File: src/rtl/mac_result_fifo.sv
// rtl/mac_result_fifo.sv - first-word fall-through result FIFO behind the multiply-add stage
//
// Purpose:
//   Buffers signed results from the a*b + c*d + e stage so the producer can keep issuing
//   while the consumer stalls. Entries leave in strict arrival order; the head entry is
//   presented on out_y one cycle after it is written into an empty FIFO (no bypass).
//
// Ports:
//   tb_clk     clock, rising edge
//   tb_rst     asynchronous active-low reset; flushes all entries
//   in_valid   producer has a result on in_y
//   in_ready   FIFO has a free slot (registered state only)
//   in_y       result from producer
//   out_valid  head entry available on out_y
//   out_ready  consumer accepts head entry
//   out_y      head entry, zero when empty
//   count      entries held, 0..DEPTH
//   chk_sum    (MAC_FIFO_CHECKSUM_EN) running modulo-2^WIDTH sum of popped entries
//   chk_cnt    (MAC_FIFO_CHECKSUM_EN) number of popped entries, wraps at 2^16
//
// Optional feature macro: MAC_FIFO_CHECKSUM_EN
module mac_result_fifo #(
    parameter  int WIDTH  = 32,
    parameter  int DEPTH  = 4,
    localparam int ADDR_W = $clog2(DEPTH)
) (
    input  logic              tb_clk,
    input  logic              tb_rst,
    input  logic              in_valid,
    output logic              in_ready,
    input  logic [WIDTH-1:0]  in_y,
    output logic              out_valid,
    input  logic              out_ready,
    output logic [WIDTH-1:0]  out_y,
`ifdef MAC_FIFO_CHECKSUM_EN
    output logic [ADDR_W:0]   count,
    output logic [WIDTH-1:0]  chk_sum,
    output logic [15:0]       chk_cnt
`else
    output logic [ADDR_W:0]   count
`endif
);

    logic [WIDTH-1:0]  mem_q [DEPTH];
    logic [ADDR_W-1:0] wr_ptr_q, wr_ptr_d;
    logic [ADDR_W-1:0] rd_ptr_q, rd_ptr_d;
    logic [ADDR_W:0]   count_q, count_d;
    logic              push;
    logic              pop;

    // Flags come from the registered count only, so in_ready never depends on out_ready.
    assign in_ready  = (count_q != (ADDR_W+1)'(DEPTH));
    assign out_valid = (count_q != '0);
    assign out_y     = out_valid ? mem_q[rd_ptr_q] : '0;
    assign count     = count_q;

    assign push = in_valid & in_ready;
    assign pop  = out_valid & out_ready;

    always_comb begin
        wr_ptr_d = wr_ptr_q;
        rd_ptr_d = rd_ptr_q;
        count_d  = count_q;
        // DEPTH is a power of two, so natural pointer overflow is the modulo wrap.
        if (push) begin
            wr_ptr_d = wr_ptr_q + ADDR_W'(1);
        end
        if (pop) begin
            rd_ptr_d = rd_ptr_q + ADDR_W'(1);
        end
        case ({push, pop})
            2'b10:   count_d = count_q + (ADDR_W+1)'(1);
            2'b01:   count_d = count_q - (ADDR_W+1)'(1);
            default: count_d = count_q;
        endcase
    end

    always_ff @(posedge tb_clk or negedge tb_rst) begin
        if (!tb_rst) begin
            wr_ptr_q <= '0;
            rd_ptr_q <= '0;
            count_q  <= '0;
        end else begin
            wr_ptr_q <= wr_ptr_d;
            rd_ptr_q <= rd_ptr_d;
            count_q  <= count_d;
        end
    end

    // Storage is not reset; entries are only visible through count/rd_ptr.
    always_ff @(posedge tb_clk) begin
        if (push) begin
            mem_q[wr_ptr_q] <= in_y;
        end
    end

`ifdef MAC_FIFO_CHECKSUM_EN
    logic [WIDTH-1:0] chk_sum_q, chk_sum_d;
    logic [15:0]      chk_cnt_q, chk_cnt_d;

    always_comb begin
        chk_sum_d = chk_sum_q;
        chk_cnt_d = chk_cnt_q;
        if (pop) begin
            chk_sum_d = chk_sum_q + out_y;
            chk_cnt_d = chk_cnt_q + 16'd1;
        end
    end

    always_ff @(posedge tb_clk or negedge tb_rst) begin
        if (!tb_rst) begin
            chk_sum_q <= '0;
            chk_cnt_q <= '0;
        end else begin
            chk_sum_q <= chk_sum_d;
            chk_cnt_q <= chk_cnt_d;
        end
    end

    assign chk_sum = chk_sum_q;
    assign chk_cnt = chk_cnt_q;
`endif

endmodule

File: config.mk
export PLATFORM = sky130hd
export DESIGN_NAME = mac_result_fifo
export DESIGN_NICKNAME = d
export VERILOG_FILES = /design/src/rtl/mac_result_fifo.sv
export SDC_FILE = /design/constraint.sdc
export NUM_CORES = 1
export LEC_CHECK = 0
export ABC_AREA = 1
export CAP_MARGIN = 20
export CORE_MARGIN = 2
export CORE_UTILIZATION = 30
export CTS_BUF_LIST = sky130_fd_sc_hd__clkbuf_8
export CTS_CLUSTER_SIZE = 24
export DETAILED_ROUTE_END_ITERATION = 12
export HOLD_SLACK_MARGIN = 0.06
export PLACE_DENSITY = 0.57
export SYNTH_ARGS = -nofsm -noshare
export SYNTH_HDL_FRONTEND = slang
export SYNTH_SLANG_ARGS = --single-unit
File: constraint.sdc
create_clock -name tb_clk -period 2.9 [get_ports tb_clk]
set_input_delay 0.435 -clock tb_clk [delete_from_list [all_inputs] [get_ports tb_clk]]
set_output_delay 0.435 -clock tb_clk [all_outputs]
set_load 0.01 [all_outputs]
# Word-level counts from Yosys, hierarchy flattened
# Memory sizes are Yosys's and may differ from the RTL's.
# Cells that the tools add are included.
[op_classes]
n_eq_ne = 3
muxes = 4
n_div = 0
n_mul = 0
reduce_logical = 2
n_lt_le_gt_ge = 0
n_shift = 0
add_sub_neg = 4
bitwise_logic = 2
[op_table]
columns = ["op", "n"]
rows = [
  ["$mux 32", 1],
  ["$pmux 3 s2", 1],
  ["$add 2x1->2 const B", 2],
  ["$add 3x1->3 const B", 1],
  ["$ne 3x3->1 const B", 1],
  ["$reduce_bool 3->1", 1],
  ["$sub 3x1->3 const B", 1],
  ["$and 1x1->1", 2],
  ["$eq 2x1->1 const B", 1],
  ["$eq 2x2->1 const B", 1],
  ["$mux 1", 2],
  ["$reduce_bool 2->1", 1],
]
[word_totals]
n_memories = 1
latchBits = 0
ramBits = 128
register_bits = 7
inputBits = 36
wordCells = 19
mem_bits_ro = 0
out_inout_bits = 37
[memory_table]
columns = ["name", "words", "width", "rd", "rd_ports_with_merged_regs", "write_ports", "line_no", "text"]
rows = [
  ["mem_q", 4, 32, 1, 0, 1, "44", "logic [WIDTH-1:0] mem_q [DEPTH];"],
]

# Longest topological paths before layout
# Gate-level depths: netlist (run 1).
[depth]
word_depth = 4
mapped_depth = 12
mapped_depth_nobuf = 12

# Worst setup path before layout (run 1)
# Ideal clock, no wire load.
[synth_path]
path_kind = "register to register"
from = "register count_q[0] (netlist: count[0])"
to = "memory mem_q[0][0], enable pin"
setup_time_ns = 0.421
arrival_ns = 2.237
path_slack_ns = 0.241
stages_incl_launch_ff = 5
period_less_slack_ns = 2.659
required_ns = 2.479
path_buffers = 0
cell_sequence = "dfrtp_1 inv_2 nand3_1 nand2_1 nor2_1"
[synth_between]
elab_chain_len = 4
[synth_lines]
columns = ["item", "line_no", "text"]
rows = [
  ["start: declaration", "47", "logic [ADDR_W:0] count_q, count_d;"],
  ["start signal: assignment", "86", "count_q <= count_d;"],
  ["$ne 3x3->1", "52", "assign in_ready = (count_q != (ADDR_W+1)'(DEPTH));"],
  ["via in_ready", "30", "output logic in_ready,"],
  ["$and 1x1->1", "57", "assign push = in_valid & in_ready;"],
  ["$mux 1", "92", "if (push) begin"],
  ["$mux 1 (implied by the code)", "93", "mem_q[wr_ptr_q] <= in_y;"],
  ["end: declaration", "44", ""],
]
# The timed path passes the listed nets, and every way through them passes these cells.

# Worst setup path in the final report (run 1)
[layout_path]
from = "register rd_ptr_q[1]"
to = "output port out_y[30]"
[layout_between]
elab_chain_len = 2
[layout_lines]
columns = ["item", "line_no", "text"]
rows = [
  ["start: declaration", "46", "logic [ADDR_W-1:0] rd_ptr_q, rd_ptr_d;"],
  ["start signal: assignment", "85", "rd_ptr_q <= rd_ptr_d;"],
  ["$mem_v2 4x32", "--", ""],
  ["$mux 32", "54", "assign out_y = out_valid ? mem_q[rd_ptr_q] : '0;"],
  ["end: declaration", "34", "output logic [WIDTH-1:0] out_y,"],
]
# Every way passes these cells.

==> results.sh, run 1 <==
export IMPL_cts_tree="built"
export IMPL_cp_end_kind="output pin"
export IMPL_syn2layout_area_growth_pct=25.5
export IMPL_yosysTopAreaCell="edfxtp_1"
export IMPL_initial_core_util_pct=30.4
export IMPL_cap_violations=0
export IMPL_reg2reg_to="count[2]"
export IMPL_r2r_slack_ps=1090
export IMPL_synth_area_um2=5900
export IMPL_n_antenna_cell=0
export IMPL_p_per_area_nw_per_um2=1030
export IMPL_grt_pass1_vias=3770
export IMPL_period_needed_ps=2740
export IMPL_critPathMaxStageDelay_ps=580
export IMPL_fin_worst_skew_ps=6.45
export IMPL_critPathArrivalTime_ps=2310
export IMPL_grtUsageTotal_pct=12.7
export IMPL_tightestPinTransition_ps=505
export IMPL_grt_max_degree=66
export IMPL_finalSetupViolCount=0
export IMPL_synthesis_nets=604
export IMPL_vias=3836
export IMPL_htreeDepth=4
export IMPL_yosysSeqAreaShare_pct=68.1
export IMPL_clk_latency_ps=440
export IMPL_p_leak_uw=0.00306
export IMPL_drtPass1Iterations=5
export IMPL_grt_pass1_wl_um=19500
export IMPL_rows=51
export IMPL_r2r_cells=11
export IMPL_crit_family="buffers and inverters"
export IMPL_crit_buf_inv=3
export IMPL_max_slew_margin_pct=66.3
export IMPL_layout_commonest_cell="nand2_1"
export IMPL_holdCritPathClass="primary input to asynchronous set/reset pin"
export IMPL_viasPerCell=4.16
export IMPL_post_cts_buffers=0
export IMPL_crit_chain="inv_2 -> buf_4 -> nand3_1 -> a21oi_1 -> clkdlybuf4s50_1"
export IMPL_numCtsBuffers=17
export IMPL_ys_types=21
export IMPL_slowest_stage="clkdlybuf4s50_1"
export IMPL_syn_avg_cell_area_um2=10.5
export IMPL_max_freq_mhz=365
export IMPL_netlist_instances=562
export IMPL_fp_dieH_um=144
export IMPL_routedWlPerCell_um=13.4
export IMPL_antenna_found_initial=0
export IMPL_ys_warn_count=0
export IMPL_cts_resized=0
export IMPL_portBuffers=72
export IMPL_routabilityCongestion=0.783
export IMPL_dr_first_iter_drc_count=181
export IMPL_dp_hpwl_um=7740
export IMPL_maxSlewViolCount=0
export IMPL_dieArea_um2=20800
export IMPL_hold_ws_ps=276
export IMPL_clk_path_buf_depth=2
export IMPL_clk_pin_slew_worst_paths_ps=70
export IMPL_critPathMaxFanout=21
export IMPL_remaining_drc_errors=0
export IMPL_overflow=0
export IMPL_cts_sinks=135
export IMPL_status="complete, no violations"
export IMPL_ios=73
export IMPL_synth_top_area_share_pct=65.2
export IMPL_ir_drop_uv=425
export IMPL_synth_edff_count=128
export IMPL_final_cell_mix="nand2_1 (142), edfxtp_1 (128), inv_1 (103)"
export IMPL_layout_nets=688
export IMPL_cts_hold_buf=0
export IMPL_drt_wl_total_um=12400
export IMPL_antenna_left=0
export IMPL_postSynth_asyncResetShare_pct=5.19
export IMPL_yosys_register_bits=135
export IMPL_hold_viol=0
export IMPL_r2r_start="count[2]"
export IMPL_cp_num_cells=5
export IMPL_critPathLaunchType="register"
export IMPL_criticalPathCategory="register to output pin"
export IMPL_root_buffer="clkbuf_8"
export IMPL_finalCritPeriodShare_pct=94.6
export IMPL_fp_dieW_um=144
export IMPL_crit_required_ps=2470
export IMPL_core_area_um2=19400
export IMPL_fin_tns_setup_ps=0
export IMPL_drive_gt1_share_pct=10.3
export IMPL_yosys_most_used_dff="edfxtp_1"
export IMPL_rsz0062_at_grt="false"
export IMPL_yosys_top_cells_area="edfxtp_1 (65%), nand2_1 (9.0%), inv_1 (6.5%)"
==> worst max path at each step <==
| stage | startpoint | end | slack [ps] |
|---|---|---|---|
| detailed placement | rd_ptr_q[0] | out_y[17] | 550 |
| floorplan | count[0] | mem_q[0][0] | 240 |
| CTS | rd_ptr_q[0] | out_y[20] | 50 |
| global placement | rd_ptr_q[0] | out_y[17] | 560 |
| finish | rd_ptr_q[1] | out_y[30] | 160 |
| global route | rd_ptr_q[1] | out_y[30] | 3 |
==> sequential cells by signal, summed over array words and instances (netlist names) <==
signal    flops
count         3
mem_q       128
rd_ptr_q      2
wr_ptr_q      2
==> logic make-up (layout without fill, tap and decap cells) <==
logic type	Yosys count	after routing	synth area share, %
AND/OR/NAND/NOR	217	217	15.4
adder cells (fa/ha/maj)	6	6	1.40
AO/OA/AOI/OAI	34	34	2.88
flip-flops	135	135	68.1
buffers and inverters	168	264	11.9
XOR/XNOR	2	2	0.297
==> stage by stage <==
stage                     instance area, µm²  util [%]  power (µW)  setup slack [ps]  std cells
final                                   7400      38.2        7590               157        923
after global routing                    7400      38.2        8100              3.09        923
after CTS                               7400      38.1        7720              51.0        923
after detailed placement                6960      35.9        5950               546        892
after global placement                  6960      35.9        5940               561        892
after floorplan                         5900         -        4520               241        562
==> Yosys cell counts (4+ instances only) <==
library cell    n
nand2_1       142
edfxtp_1      128
inv_1         102
nand3_1        69
a21oi_1        32
clkinv_1       26
buf_2          14
inv_2          13
dfrtp_1         7
buf_6           6
ha_1            5
nor2_1          4
==> final cells by class <==
cell class	count	area, µm²
Clock buffer	17	234
Clock inverter	14	208
Fill cell	1926	12000
Inverter	144	544
Multi-Input combinational cell	259	1210
Sequential cell	135	4020
Tap cell	265	332
Timing Repair Buffer	89	856
==> metal layers <==
layer  global-route usage [%]  vias up  part of all wire (%)
met1                     15.7     1799                    45
met3                     4.21        8                   5.4
li1                         -     1940                     -
met4                     3.83        0                  0.90
met2                     21.2       89                    49
met5                        0        -                     0
==> worst reg2reg max path, cell delays in order (launching register included) <==
cell and delay, ps:
dfrtp_1 410, inv_2 60, nand3_2 120, nand2_1 140, inv_1 90, ha_1 160, inv_1 70, fa_1 380
nand2_1 100, nand3_1 80, nand2_1 60, nand2_1 50
==> where the power goes <==
part           internal (µW)  total, µW  switching, µW
registers               2570       2720            149
clock network           1010       1730            720
logic                   1350       3140           1800
total                   4930       7590           2660
(Power assumes the default switching activity.)
==> run 2: changes to the inputs <==
--- a/config.mk
+++ b/config.mk
@@ -6,7 +6,7 @@
 export NUM_CORES = 1
 export LEC_CHECK = 0
 export ABC_AREA = 1
-export CAP_MARGIN = 20
+export CAP_MARGIN = 40
 export CORE_MARGIN = 2
 export CORE_UTILIZATION = 30
 export CTS_BUF_LIST = sky130_fd_sc_hd__clkbuf_8
==> results of run 2 <==
The final DEF is identical to that of run 1; final timing and power are the same.
==> run 3: changes to the inputs <==
--- a/config.mk
+++ b/config.mk
@@ -9,11 +9,11 @@
 export CAP_MARGIN = 40
 export CORE_MARGIN = 2
 export CORE_UTILIZATION = 30
-export CTS_BUF_LIST = sky130_fd_sc_hd__clkbuf_8
 export CTS_CLUSTER_SIZE = 24
 export DETAILED_ROUTE_END_ITERATION = 12
 export HOLD_SLACK_MARGIN = 0.06
 export PLACE_DENSITY = 0.57
+export SKIP_LAST_GASP = 1
 export SYNTH_ARGS = -nofsm -noshare
 export SYNTH_HDL_FRONTEND = slang
 export SYNTH_SLANG_ARGS = --single-unit
==> results.sh, run 3 (same netlist as run 1, synthesis figures left out) <==
export IMPL_p_seq_share_pct=33.4
export IMPL_p_sw_share_pct=33.3
export IMPL_critPathArrivalTime_ps=2300
export IMPL_max_freq_mhz=365
export IMPL_grt_max_degree=66
export IMPL_fp_dieW_um=144
export IMPL_portBuffers=72
export IMPL_dieArea_um2=20800
export IMPL_period_needed_ps=2740
export IMPL_p_per_area_nw_per_um2=1070
export IMPL_dp_hpwl_um=7740
export IMPL_overflow=0
export IMPL_placedCellCount=892
export IMPL_largest_register_ff_count=128
export IMPL_grtUsageTotal_pct=12.6
export IMPL_ir_drop_uv=507
export IMPL_antenna_found_initial=0
export IMPL_grt_pass1_wl_um=19500
export IMPL_comb_power_share_pct=38.4
export IMPL_clk_latency_ps=410
export IMPL_crit_family="buffers and inverters"
export IMPL_p_clk_share_pct=28.2
export IMPL_antenna_left=0
export IMPL_slowest_stage="clkdlybuf4s50_1"
export IMPL_cts_hold_buf=0
export IMPL_rsz0062_at_grt="false"
export IMPL_switchingPower_uw=2720
export IMPL_max_slew_margin_pct=53.5
export IMPL_holdCritPathClass="primary input to asynchronous set/reset pin"
export IMPL_crit_required_ps=2470
export IMPL_intPower_uw=5430
export IMPL_cts_tree="built"
export IMPL_viasPerCell=4.13
export IMPL_hold_ws_ps=308
export IMPL_finalCritPeriodShare_pct=94.4
export IMPL_vias=3808
export IMPL_drtPass1Iterations=4
export IMPL_htreeDepth=4
export IMPL_routedWlPerCell_um=13.3
export IMPL_final_cells=923
export IMPL_drive_gt1_share_pct=10.3
export IMPL_cp_end_kind="output pin"
export IMPL_clk_pin_slew_worst_paths_ps=60
export IMPL_layout_commonest_cell="nand2_1"
export IMPL_final_cell_mix="nand2_1 (142), edfxtp_1 (128), inv_1 (102)"
export IMPL_syn2layout_area_growth_pct=28.7
export IMPL_status="complete, no violations"
export IMPL_grt_pass1_vias=3794
export IMPL_drt_wl_total_um=12300
export IMPL_crit_buf_inv=3
export IMPL_criticalPathCategory="register to output pin"
export IMPL_layout_nets=688
export IMPL_core_area_um2=19400
export IMPL_fp_dieH_um=144
export IMPL_root_buffer="clkbuf_16"
export IMPL_critPathLaunchType="register"
export IMPL_routabilityCongestion=0.783
export IMPL_fillers=1897
export IMPL_finalSetupViolCount=0
export IMPL_critPathMaxStageDelay_ps=590
export IMPL_fin_tns_setup_ps=0
export IMPL_dr_first_iter_drc_count=197
export IMPL_initial_core_util_pct=30.4
export IMPL_largest_register="mem_q"
export IMPL_fin_worst_skew_ps=4.73
export IMPL_clk_path_buf_depth=2
export IMPL_maxSlewViolCount=0
export IMPL_tightestPinTransition_ps=697
export IMPL_crit_chain="inv_2 -> buf_4 -> nand3_1 -> a21oi_1 -> clkdlybuf4s50_1"
export IMPL_critPathMaxFanout=21
export IMPL_p_leak_uw=0.00314
export IMPL_rows=51
export IMPL_ios=73
export IMPL_n_antenna_cell=0
export IMPL_remaining_drc_errors=0
export IMPL_cts_sinks=135
export IMPL_numCtsBuffers=17
export IMPL_hold_viol=0
export IMPL_cap_violations=0
run 3: cell types whose count changed in the layout (fill, tap and decap cells not counted):
cell,previous run,this run
buf_4,15,16
clkbuf_16,0,17
clkbuf_1,0,1
buf_6,2,1
clkbuf_8,17,0
inv_1,103,102
run 3: area by class of cell:
cell class	instances	area [µm²]	share of cell area [%]
timing repair buffer	89	852	11.2
inverter	144	544	7.17
clock inverter	13	204	2.69
tap	265	332	4.37
multi-input combinational	259	1210	15.9
sequential	135	4020	53.0
clock buffer	18	429	5.65
run 3: per-stage QoR:
step           utilization (%)  power, µW  area, µm²  setup WS (ps)
6_report                  39.1       8150       7590            163
4_1_cts                   39.1       8280       7590            102
2_1_floorplan                -       4520       5900            241
3_5_place_dp              35.9       5950       6960            546
5_1_grt                   39.1       8680       7590           32.8
3_3_place_gp              35.9       5940       6960            561
run 3: path summary, 6_finish.rpt:
path / start / endpoint / slack (ps) / cells after the start
worst max-delay path: rd_ptr_q[1] / out_y[0] / 160 / 5
worst min-delay path: tb_rst / count[1] / 310 / 1
worst max register to register: count[2] / count[2] / 1090 / 11
worst min register to register: count[0] / count[0] / 520 / 1
max in group asynchronous: tb_rst / rd_ptr_q[1] / 2290 / 1
min in group tb_clk: count[0] / count[0] / 520 / 1
run 3: metal layers:
layer	vias to the layer above	global-route usage (%)	part of all wire (%)
met5	-	0	0
met3	14	3.97	4.6
met2	72	21.0	48
met4	0	3.99	1.3
met1	1778	15.7	46
li1	1944	-	-
run 3: power groups by stage:
stage / Combinational, µW / Clock [µW] / Sequential (µW)
final: 3130 / 2300 / 2720
after global routing: 3490 / 2420 / 2770
after CTS: 3210 / 2350 / 2730
after detailed placement: 3190 / 0 / 2760
after global placement: 3180 / 0 / 2760
after floorplan: 1780 / 0 / 2740
run 3: what timing repair did:
item | 4_1_cts | 5_1_grt
endpoints found under the setup margin | 0 | 1
hold endpoints to repair | 0 | 0
resized for setup | 0 | 1
setup buffers | 0 | 0
